$ cat src/rtl/hazard_ctrl_pkg.sv
// Shared pipeline definitions for the hazard/forwarding controller.
// Forwarding mux encodings, FSM state type and the default register-address width.
package pipeline_pkg;
    localparam int DEF_REG_W = 5;

    localparam logic [1:0] FWD_RF    = 2'b00;
    localparam logic [1:0] FWD_MEMWB = 2'b01;
    localparam logic [1:0] FWD_EXMEM = 2'b10;

    typedef enum logic {
        IDLE     = 1'b0,
        LU_STALL = 1'b1
    } state_e;
endpackage

$ cat src/rtl/hazard_ctrl_if.sv
// Pipeline-side signal bundle for hazard_ctrl: stage register fields in, stall/flush/forward controls out.
// All signals are level-valued per cycle; there is no valid/ready handshake on this bundle.
interface hazard_ctrl_if
    import pipeline_pkg::*;
#(
    parameter int REG_W  = DEF_REG_W,
    parameter int PERF_W = 16,
    parameter int CNT_W  = 3
);
    logic             mem_stall;
    logic             branch_taken;
    logic             if_id_is_branch;
    logic [REG_W-1:0] if_id_rs;
    logic [REG_W-1:0] if_id_rt;
    logic             id_ex_MemRead;
    logic             id_ex_RegWrite;
    logic [REG_W-1:0] id_ex_rd;
    logic [REG_W-1:0] id_ex_rs;
    logic [REG_W-1:0] id_ex_rt;
    logic             ex_mem_MemRead;
    logic             ex_mem_RegWrite;
    logic [REG_W-1:0] ex_mem_rd;
    logic             mem_wb_RegWrite;
    logic [REG_W-1:0] mem_wb_rd;
    logic             perf_clr;

    logic              PCWrite;
    logic              if_id_Write;
    logic              if_id_Flush;
    logic              mux_Ctrl;
    logic [1:0]        ForwardA;
    logic [1:0]        ForwardB;
    logic              ForwardBrA;
    logic              ForwardBrB;
    logic [PERF_W-1:0] stall_cycles;

    // Debug view of the stall FSM.
    state_e            state_dbg;
    logic [CNT_W-1:0]  cnt_dbg;

    modport master (
        output mem_stall, branch_taken, if_id_is_branch, if_id_rs, if_id_rt,
               id_ex_MemRead, id_ex_RegWrite, id_ex_rd, id_ex_rs, id_ex_rt,
               ex_mem_MemRead, ex_mem_RegWrite, ex_mem_rd,
               mem_wb_RegWrite, mem_wb_rd, perf_clr,
        input  PCWrite, if_id_Write, if_id_Flush, mux_Ctrl,
               ForwardA, ForwardB, ForwardBrA, ForwardBrB, stall_cycles,
               state_dbg, cnt_dbg
    );

    modport slave (
        input  mem_stall, branch_taken, if_id_is_branch, if_id_rs, if_id_rt,
               id_ex_MemRead, id_ex_RegWrite, id_ex_rd, id_ex_rs, id_ex_rt,
               ex_mem_MemRead, ex_mem_RegWrite, ex_mem_rd,
               mem_wb_RegWrite, mem_wb_rd, perf_clr,
        output PCWrite, if_id_Write, if_id_Flush, mux_Ctrl,
               ForwardA, ForwardB, ForwardBrA, ForwardBrB, stall_cycles,
               state_dbg, cnt_dbg
    );
endinterface

$ cat src/rtl/hazard_ctrl_fwd_sel.sv
// Per-operand EX forwarding select: EX/MEM result beats MEM/WB, register 0 never forwards.
module fwd_sel
    import pipeline_pkg::*;
#(
    parameter int REG_W = DEF_REG_W
) (
    input  logic             ex_mem_RegWrite,
    input  logic [REG_W-1:0] ex_mem_rd,
    input  logic             mem_wb_RegWrite,
    input  logic [REG_W-1:0] mem_wb_rd,
    input  logic [REG_W-1:0] src,
    output logic [1:0]       fwd
);
    always_comb begin
        fwd = FWD_RF;
        if (ex_mem_RegWrite && (ex_mem_rd != '0) && (ex_mem_rd == src)) begin
            fwd = FWD_EXMEM;
        end else if (mem_wb_RegWrite && (mem_wb_rd != '0) && (mem_wb_rd == src)) begin
            fwd = FWD_MEMWB;
        end
    end
endmodule

$ cat src/rtl/hazard_ctrl.sv
// Hazard and forwarding controller beside the ID stage: load-use / branch-operand stalls,
// taken-branch flush, memory freeze, EX and ID-branch forwarding, saturating stall counter.
module hazard_ctrl
    import pipeline_pkg::*;
#(
    parameter int REG_W          = DEF_REG_W,
    parameter int LOAD_USE_STALL = 1,
    parameter int CNT_W          = 3,
    parameter int PERF_W         = 16
) (
    input logic          clk,
    input logic          rst_n,
    hazard_ctrl_if.slave hif
);
    state_e            state_q, state_d;
    logic [CNT_W-1:0]  cnt_q, cnt_d;
    logic [PERF_W-1:0] perf_q;

    logic lu, bh, stall;
    logic pc_write, ifid_write, mux_ctrl;

    always_comb begin
        lu = hif.id_ex_MemRead && (hif.id_ex_rd != '0) &&
             ((hif.id_ex_rd == hif.if_id_rs) || (hif.id_ex_rd == hif.if_id_rt));
        bh = hif.if_id_is_branch && (
                 (hif.id_ex_RegWrite && (hif.id_ex_rd != '0) &&
                  ((hif.id_ex_rd == hif.if_id_rs) || (hif.id_ex_rd == hif.if_id_rt))) ||
                 (hif.ex_mem_MemRead && (hif.ex_mem_rd != '0) &&
                  ((hif.ex_mem_rd == hif.if_id_rs) || (hif.ex_mem_rd == hif.if_id_rt))));
    end

    always_ff @(posedge clk or negedge rst_n) begin
        if (!rst_n) begin
            state_q <= IDLE;
            cnt_q   <= '0;
        end else begin
            state_q <= state_d;
            cnt_q   <= cnt_d;
        end
    end

    // mem_stall freezes everything (state, count) but lets ID/EX control pass unchanged.
    always_comb begin
        state_d    = state_q;
        cnt_d      = cnt_q;
        stall      = 1'b0;
        pc_write   = 1'b1;
        ifid_write = 1'b1;
        mux_ctrl   = 1'b1;
        if (hif.mem_stall) begin
            pc_write   = 1'b0;
            ifid_write = 1'b0;
        end else begin
            case (state_q)
                IDLE: begin
                    stall = lu || bh;
                    if (lu && (LOAD_USE_STALL > 1)) begin
                        state_d = LU_STALL;
                        cnt_d   = CNT_W'(LOAD_USE_STALL - 1);
                    end
                end
                LU_STALL: begin
                    stall = 1'b1;
                    cnt_d = cnt_q - CNT_W'(1);
                    if (cnt_q == CNT_W'(1)) begin
                        state_d = IDLE;
                    end
                end
                default: begin
                    state_d = IDLE;
                    cnt_d   = '0;
                end
            endcase
            if (stall) begin
                pc_write   = 1'b0;
                ifid_write = 1'b0;
                mux_ctrl   = 1'b0;
            end
        end
    end

    always_ff @(posedge clk or negedge rst_n) begin
        if (!rst_n) begin
            perf_q <= '0;
        end else if (hif.perf_clr) begin
            perf_q <= '0;
        end else if (!pc_write && (perf_q != {PERF_W{1'b1}})) begin
            perf_q <= perf_q + PERF_W'(1);
        end
    end

    fwd_sel #(.REG_W(REG_W)) u_fwd_a (
        .ex_mem_RegWrite (hif.ex_mem_RegWrite),
        .ex_mem_rd       (hif.ex_mem_rd),
        .mem_wb_RegWrite (hif.mem_wb_RegWrite),
        .mem_wb_rd       (hif.mem_wb_rd),
        .src             (hif.id_ex_rs),
        .fwd             (hif.ForwardA)
    );

    fwd_sel #(.REG_W(REG_W)) u_fwd_b (
        .ex_mem_RegWrite (hif.ex_mem_RegWrite),
        .ex_mem_rd       (hif.ex_mem_rd),
        .mem_wb_RegWrite (hif.mem_wb_RegWrite),
        .mem_wb_rd       (hif.mem_wb_rd),
        .src             (hif.id_ex_rt),
        .fwd             (hif.ForwardB)
    );

    // A load result is not yet available in EX/MEM, so branch forwarding excludes loads.
    assign hif.ForwardBrA = hif.ex_mem_RegWrite && !hif.ex_mem_MemRead &&
                            (hif.ex_mem_rd != '0) && (hif.ex_mem_rd == hif.if_id_rs);
    assign hif.ForwardBrB = hif.ex_mem_RegWrite && !hif.ex_mem_MemRead &&
                            (hif.ex_mem_rd != '0) && (hif.ex_mem_rd == hif.if_id_rt);

    assign hif.PCWrite      = pc_write;
    assign hif.if_id_Write  = ifid_write;
    assign hif.mux_Ctrl     = mux_ctrl;
    assign hif.if_id_Flush  = hif.branch_taken && !stall && !hif.mem_stall;
    assign hif.stall_cycles = perf_q;
    assign hif.state_dbg    = state_q;
    assign hif.cnt_dbg      = cnt_q;
endmodule

$ cat src/flat_wrapper.sv
// flat-port wrapper written by rule: the top's interface ports become plain ports
module hazard_ctrl_flat import pipeline_pkg::*;
#(
    parameter int REG_W          = DEF_REG_W,
    parameter int LOAD_USE_STALL = 1,
    parameter int CNT_W          = 3,
    parameter int PERF_W         = 16
)
  (clk, rst_n, hif_mem_stall, hif_branch_taken, hif_if_id_is_branch, hif_if_id_rs, hif_if_id_rt, hif_id_ex_MemRead, hif_id_ex_RegWrite, hif_id_ex_rd, hif_id_ex_rs, hif_id_ex_rt, hif_ex_mem_MemRead, hif_ex_mem_RegWrite, hif_ex_mem_rd, hif_mem_wb_RegWrite, hif_mem_wb_rd, hif_perf_clr, hif_PCWrite, hif_if_id_Write, hif_if_id_Flush, hif_mux_Ctrl, hif_ForwardA, hif_ForwardB, hif_ForwardBrA, hif_ForwardBrB, hif_stall_cycles, hif_state_dbg, hif_cnt_dbg);
  hazard_ctrl_if #(.REG_W(REG_W), .PERF_W(PERF_W), .CNT_W(CNT_W)) hif_i ();
  input logic clk;
  input logic rst_n;
  input wire logic [$bits(hif_i.mem_stall)-1:0] hif_mem_stall;
  input wire logic [$bits(hif_i.branch_taken)-1:0] hif_branch_taken;
  input wire logic [$bits(hif_i.if_id_is_branch)-1:0] hif_if_id_is_branch;
  input wire logic [$bits(hif_i.if_id_rs)-1:0] hif_if_id_rs;
  input wire logic [$bits(hif_i.if_id_rt)-1:0] hif_if_id_rt;
  input wire logic [$bits(hif_i.id_ex_MemRead)-1:0] hif_id_ex_MemRead;
  input wire logic [$bits(hif_i.id_ex_RegWrite)-1:0] hif_id_ex_RegWrite;
  input wire logic [$bits(hif_i.id_ex_rd)-1:0] hif_id_ex_rd;
  input wire logic [$bits(hif_i.id_ex_rs)-1:0] hif_id_ex_rs;
  input wire logic [$bits(hif_i.id_ex_rt)-1:0] hif_id_ex_rt;
  input wire logic [$bits(hif_i.ex_mem_MemRead)-1:0] hif_ex_mem_MemRead;
  input wire logic [$bits(hif_i.ex_mem_RegWrite)-1:0] hif_ex_mem_RegWrite;
  input wire logic [$bits(hif_i.ex_mem_rd)-1:0] hif_ex_mem_rd;
  input wire logic [$bits(hif_i.mem_wb_RegWrite)-1:0] hif_mem_wb_RegWrite;
  input wire logic [$bits(hif_i.mem_wb_rd)-1:0] hif_mem_wb_rd;
  input wire logic [$bits(hif_i.perf_clr)-1:0] hif_perf_clr;
  output wire logic [$bits(hif_i.PCWrite)-1:0] hif_PCWrite;
  output wire logic [$bits(hif_i.if_id_Write)-1:0] hif_if_id_Write;
  output wire logic [$bits(hif_i.if_id_Flush)-1:0] hif_if_id_Flush;
  output wire logic [$bits(hif_i.mux_Ctrl)-1:0] hif_mux_Ctrl;
  output wire logic [$bits(hif_i.ForwardA)-1:0] hif_ForwardA;
  output wire logic [$bits(hif_i.ForwardB)-1:0] hif_ForwardB;
  output wire logic [$bits(hif_i.ForwardBrA)-1:0] hif_ForwardBrA;
  output wire logic [$bits(hif_i.ForwardBrB)-1:0] hif_ForwardBrB;
  output wire logic [$bits(hif_i.stall_cycles)-1:0] hif_stall_cycles;
  output wire logic [$bits(hif_i.state_dbg)-1:0] hif_state_dbg;
  output wire logic [$bits(hif_i.cnt_dbg)-1:0] hif_cnt_dbg;
  assign hif_i.mem_stall = hif_mem_stall;
  assign hif_i.branch_taken = hif_branch_taken;
  assign hif_i.if_id_is_branch = hif_if_id_is_branch;
  assign hif_i.if_id_rs = hif_if_id_rs;
  assign hif_i.if_id_rt = hif_if_id_rt;
  assign hif_i.id_ex_MemRead = hif_id_ex_MemRead;
  assign hif_i.id_ex_RegWrite = hif_id_ex_RegWrite;
  assign hif_i.id_ex_rd = hif_id_ex_rd;
  assign hif_i.id_ex_rs = hif_id_ex_rs;
  assign hif_i.id_ex_rt = hif_id_ex_rt;
  assign hif_i.ex_mem_MemRead = hif_ex_mem_MemRead;
  assign hif_i.ex_mem_RegWrite = hif_ex_mem_RegWrite;
  assign hif_i.ex_mem_rd = hif_ex_mem_rd;
  assign hif_i.mem_wb_RegWrite = hif_mem_wb_RegWrite;
  assign hif_i.mem_wb_rd = hif_mem_wb_rd;
  assign hif_i.perf_clr = hif_perf_clr;
  assign hif_PCWrite = hif_i.PCWrite;
  assign hif_if_id_Write = hif_i.if_id_Write;
  assign hif_if_id_Flush = hif_i.if_id_Flush;
  assign hif_mux_Ctrl = hif_i.mux_Ctrl;
  assign hif_ForwardA = hif_i.ForwardA;
  assign hif_ForwardB = hif_i.ForwardB;
  assign hif_ForwardBrA = hif_i.ForwardBrA;
  assign hif_ForwardBrB = hif_i.ForwardBrB;
  assign hif_stall_cycles = hif_i.stall_cycles;
  assign hif_state_dbg = hif_i.state_dbg;
  assign hif_cnt_dbg = hif_i.cnt_dbg;
  hazard_ctrl #(.REG_W(REG_W), .LOAD_USE_STALL(LOAD_USE_STALL), .CNT_W(CNT_W), .PERF_W(PERF_W)) u_core (.clk(clk), .rst_n(rst_n), .hif(hif_i));
endmodule
$ cat config.mk
export PLATFORM = sky130hd
export DESIGN_NAME = hazard_ctrl_flat
export DESIGN_NICKNAME = d
export VERILOG_FILES = /design/src/rtl/hazard_ctrl_pkg.sv /design/src/rtl/hazard_ctrl_if.sv /design/src/rtl/hazard_ctrl_fwd_sel.sv /design/src/rtl/hazard_ctrl.sv /design/src/flat_wrapper.sv
export SDC_FILE = /design/constraint.sdc
export NUM_CORES = 1
export LEC_CHECK = 0
export ABC_AREA = 1
export CAP_MARGIN = 20
export CORE_MARGIN = 4
export CORE_UTILIZATION = 45
export DETAILED_ROUTE_END_ITERATION = 10
export PLACE_DENSITY_LB_ADDON = 0.1
export SKIP_CTS_REPAIR_TIMING = 1
export SLEW_MARGIN = 30
export SYNTH_ARGS = -nofsm -noshare
export SYNTH_HDL_FRONTEND = slang
export SYNTH_SLANG_ARGS = --single-unit
$ cat constraint.sdc
create_clock -name clk -period 2 [get_ports clk]
set_input_delay 0.3 -clock clk [delete_from_list [all_inputs] [get_ports clk]]
set_output_delay 0.3 -clock clk [all_outputs]
set_load 0.03 [all_outputs]
==> run summary <==
number of synthesized flops with an enable pin = 0
antenna violations before repair = 0
# setup viols final = 0
Final Worst Setup Slack = 0.06349 ns
CP max stage delay = 0.54 ns
Post-Place Worst Slack = -0.2448 ns
max cap viols = 0
clk_lat worst skew = 0.26 ns
post-DR wirelength/cell = 13.30 um
vias in the first global route = 1957
Mapped Avg Cell Area = 6.816 um2
CTS tree = yes
static leakage power = 1.753 nW
DRC = 0
DR pass1 iterations = 4
CP endpoint kind = primary output
total grt overflow = 0
crit path time final = 1.937 ns
fmax = 516.4 MHz
post-route ant nets = 0
Critical Path AT = 1.64 ns
Worst EP required = 1.70 ns
status = finished, final reports clean
Overall Power = 1.213 mW
Max-slew headroom = 0.7791
placed inst area = 0.002872 mm2
crit path kind = input port to primary output
Synth top area share = 0.2549
routability cong. = 0.8161
nature of the critical path startpoint = input port
Top FF cell, synth = dfrtp_1
Slew @ Worst Pin = 0.3304 ns
share of post-route cells with drive strength above 1 = 0.1658
ant diodes = 0
DR vias/cell = 4.979
Final Cycle Share = 0.9683
GR Util All Layers = 0.2077
first-pass GRT wire length = 9101 um
worst-path cell with the longest stage delay = clkdlybuf4s50_1
Synth Instances = 288
initial core utilization = 0.4770
final hold vios = 0
NumNets Final = 430
Final HPWL DP = 4441 um
root buffer selected by CTS = clkbuf_8
initial DRC count = 87
max-slew violations = 0
yosys warns = 0
metal3 WL = 363 um
WL met1 = 2484 um
final WL = 5719 um
Syn-to-layout area delta = 55.90%
port bufs = 75
post-synthesis register bit count = 20
worst-path cell chain = clkdlybuf4s50_1 -> xnor2_1 -> nand3_1 -> nor4_2 -> nor2_1 -> buf_4
Std-Cell Rows = 23
die height = 74.05 um
core area = 0.004115 mm2
vias = 2141
CP max FO = 2
clock sink count = 20
Hold Crit Class = input port to asynchronous set/reset pin
library cells used by synthesis = 31
cell taking the most area after synthesis = dfrtp_1
filler cell count = 330
top routing layer used = met4
final std cells w/o fill = 430
asr flop ratio synth = 1.000
power density cells = 396.4 mW/mm2
Num CTS Buffers = 3
die width = 74.05 um
Ports = 76
clock slew at reported path FFs = 0.07 ns
Finished Cell Area = 0.003060 mm2
top area cells in the synthesized netlist = dfrtp_1, nand2_1, xor2_1
DR WL met2 = 2807 um
Placed Cells = 424
top cells by count, synth = nand2_1, inv_1, nand3_1
post-synthesis sequential area ratio = 0.2549
Syn Std Cell Area = 0.001963 mm2
Peak VDD IR = 0.3469 mV
pin count of the biggest net entering global routing = 32
H-tree depth reported by CTS = 1
CTS max path bufs = 2
DIE AREA = 0.005483 mm2
Syn Nets = 337
most common cell in the netlist = nand2_1
Clock Skews = 0.002895 ns
==> registers in the layout (all words and copies together) (netlist names) <==
| name | flops |
|---|---|
| u_core.hif.stall_cycles | 16 |
| u_core.hif.cnt_dbg | 3 |
| u_core.hif.state_dbg | 1 |
==> final cells by class <==
type,instances,area (um2),share of cell area
Timing Repair Buffer,99,973.4,0.3181
Clock inverter,1,30.03,0.009812
Inverter,47,176.4,0.05764
Sequential cell,20,500.5,0.1635
Clock buffer,3,41.29,0.01349
Multi-Input combinational cell,210,1276,0.4170
Tap cell,50,62.56,0.02044
==> routing by layer <==
layer / global-route usage / vias up
li1: - / 1095
met1: 0.2742 / 974
met2: 0.3543 / 62
met3: 0.04730 / 10
met4: 0.03018 / 0
met5: 0 / -
==> worst max-delay path: cells and delay by family <==
kind          cells  cell delay [ns]
xor+xnor          1             0.14
buf+inv           2             0.71
simple gates      3             0.48
==> stage by stage <==
stage          hold slack [ns]  setup TNS, ns  utilization
6_report                0.3717              0       0.7437
5_1_grt                 0.3816       -0.03665       0.7437
4_1_cts                 0.3729         -1.630       0.7151
3_5_place_dp            0.4959         -5.116       0.6978
3_3_place_gp            0.4834         -4.543       0.6978
2_1_floorplan         0.004409              0            -
==> path summary, 6_finish.rpt <==
path                                                     to  depth (start not counted)  slack (ns)                  startpoint
min in group clk                      u_core.hif.cnt_dbg[2]                          1        0.50       u_core.hif.cnt_dbg[2]
max in group asynchronous        u_core.hif.stall_cycles[5]                          2        1.41                       rst_n
worst min register to register        u_core.hif.cnt_dbg[2]                          1        0.50       u_core.hif.cnt_dbg[2]
worst max-delay path                        hif_ForwardB[0]                          6        0.06             hif_id_ex_rt[0]
worst max register to register   u_core.hif.stall_cycles[1]                         11        0.11  u_core.hif.stall_cycles[1]
worst min-delay path            u_core.hif.stall_cycles[12]                          2        0.37                       rst_n
==> report_power, final <==
part / switching [mW] / total [mW] / internal [mW]
clock network: 0.142 / 0.409 / 0.267
registers: 0.00713 / 0.418 / 0.411
logic: 0.195 / 0.386 / 0.191
total: 0.344 / 1.21 / 0.869
==> placed cells by master (no fill, tap or decap), types with 2 or more instances in the layout <==
cell type / instances
nand2_2: 2
o21ai_0: 2
nand3_1: 29
ha_1: 2
a21oi_1: 3
nand2_1: 64
nor2_1: 23
dlymetal6s2s_1: 24
xor2_1: 25
inv_1: 38
dfrtp_1: 20
clkbuf_8: 3
nor3_1: 6
or2_2: 2
nor2_4: 3
buf_4: 32
clkdlybuf4s50_1: 41
buf_6: 2
nand4_1: 18
inv_2: 9
xnor2_1: 17
==> logic make-up after synthesis <==
group           Yosys count  share of synthesized area
fa+ha+maj                 3                    0.01912
simple gates            156                     0.3901
xor+xnor                 42                     0.1874
compound gates            9                    0.02804
flops                    20                     0.2549
buf+inv                  58                     0.1205
Note: power is estimated with default switching activity, not from simulation.
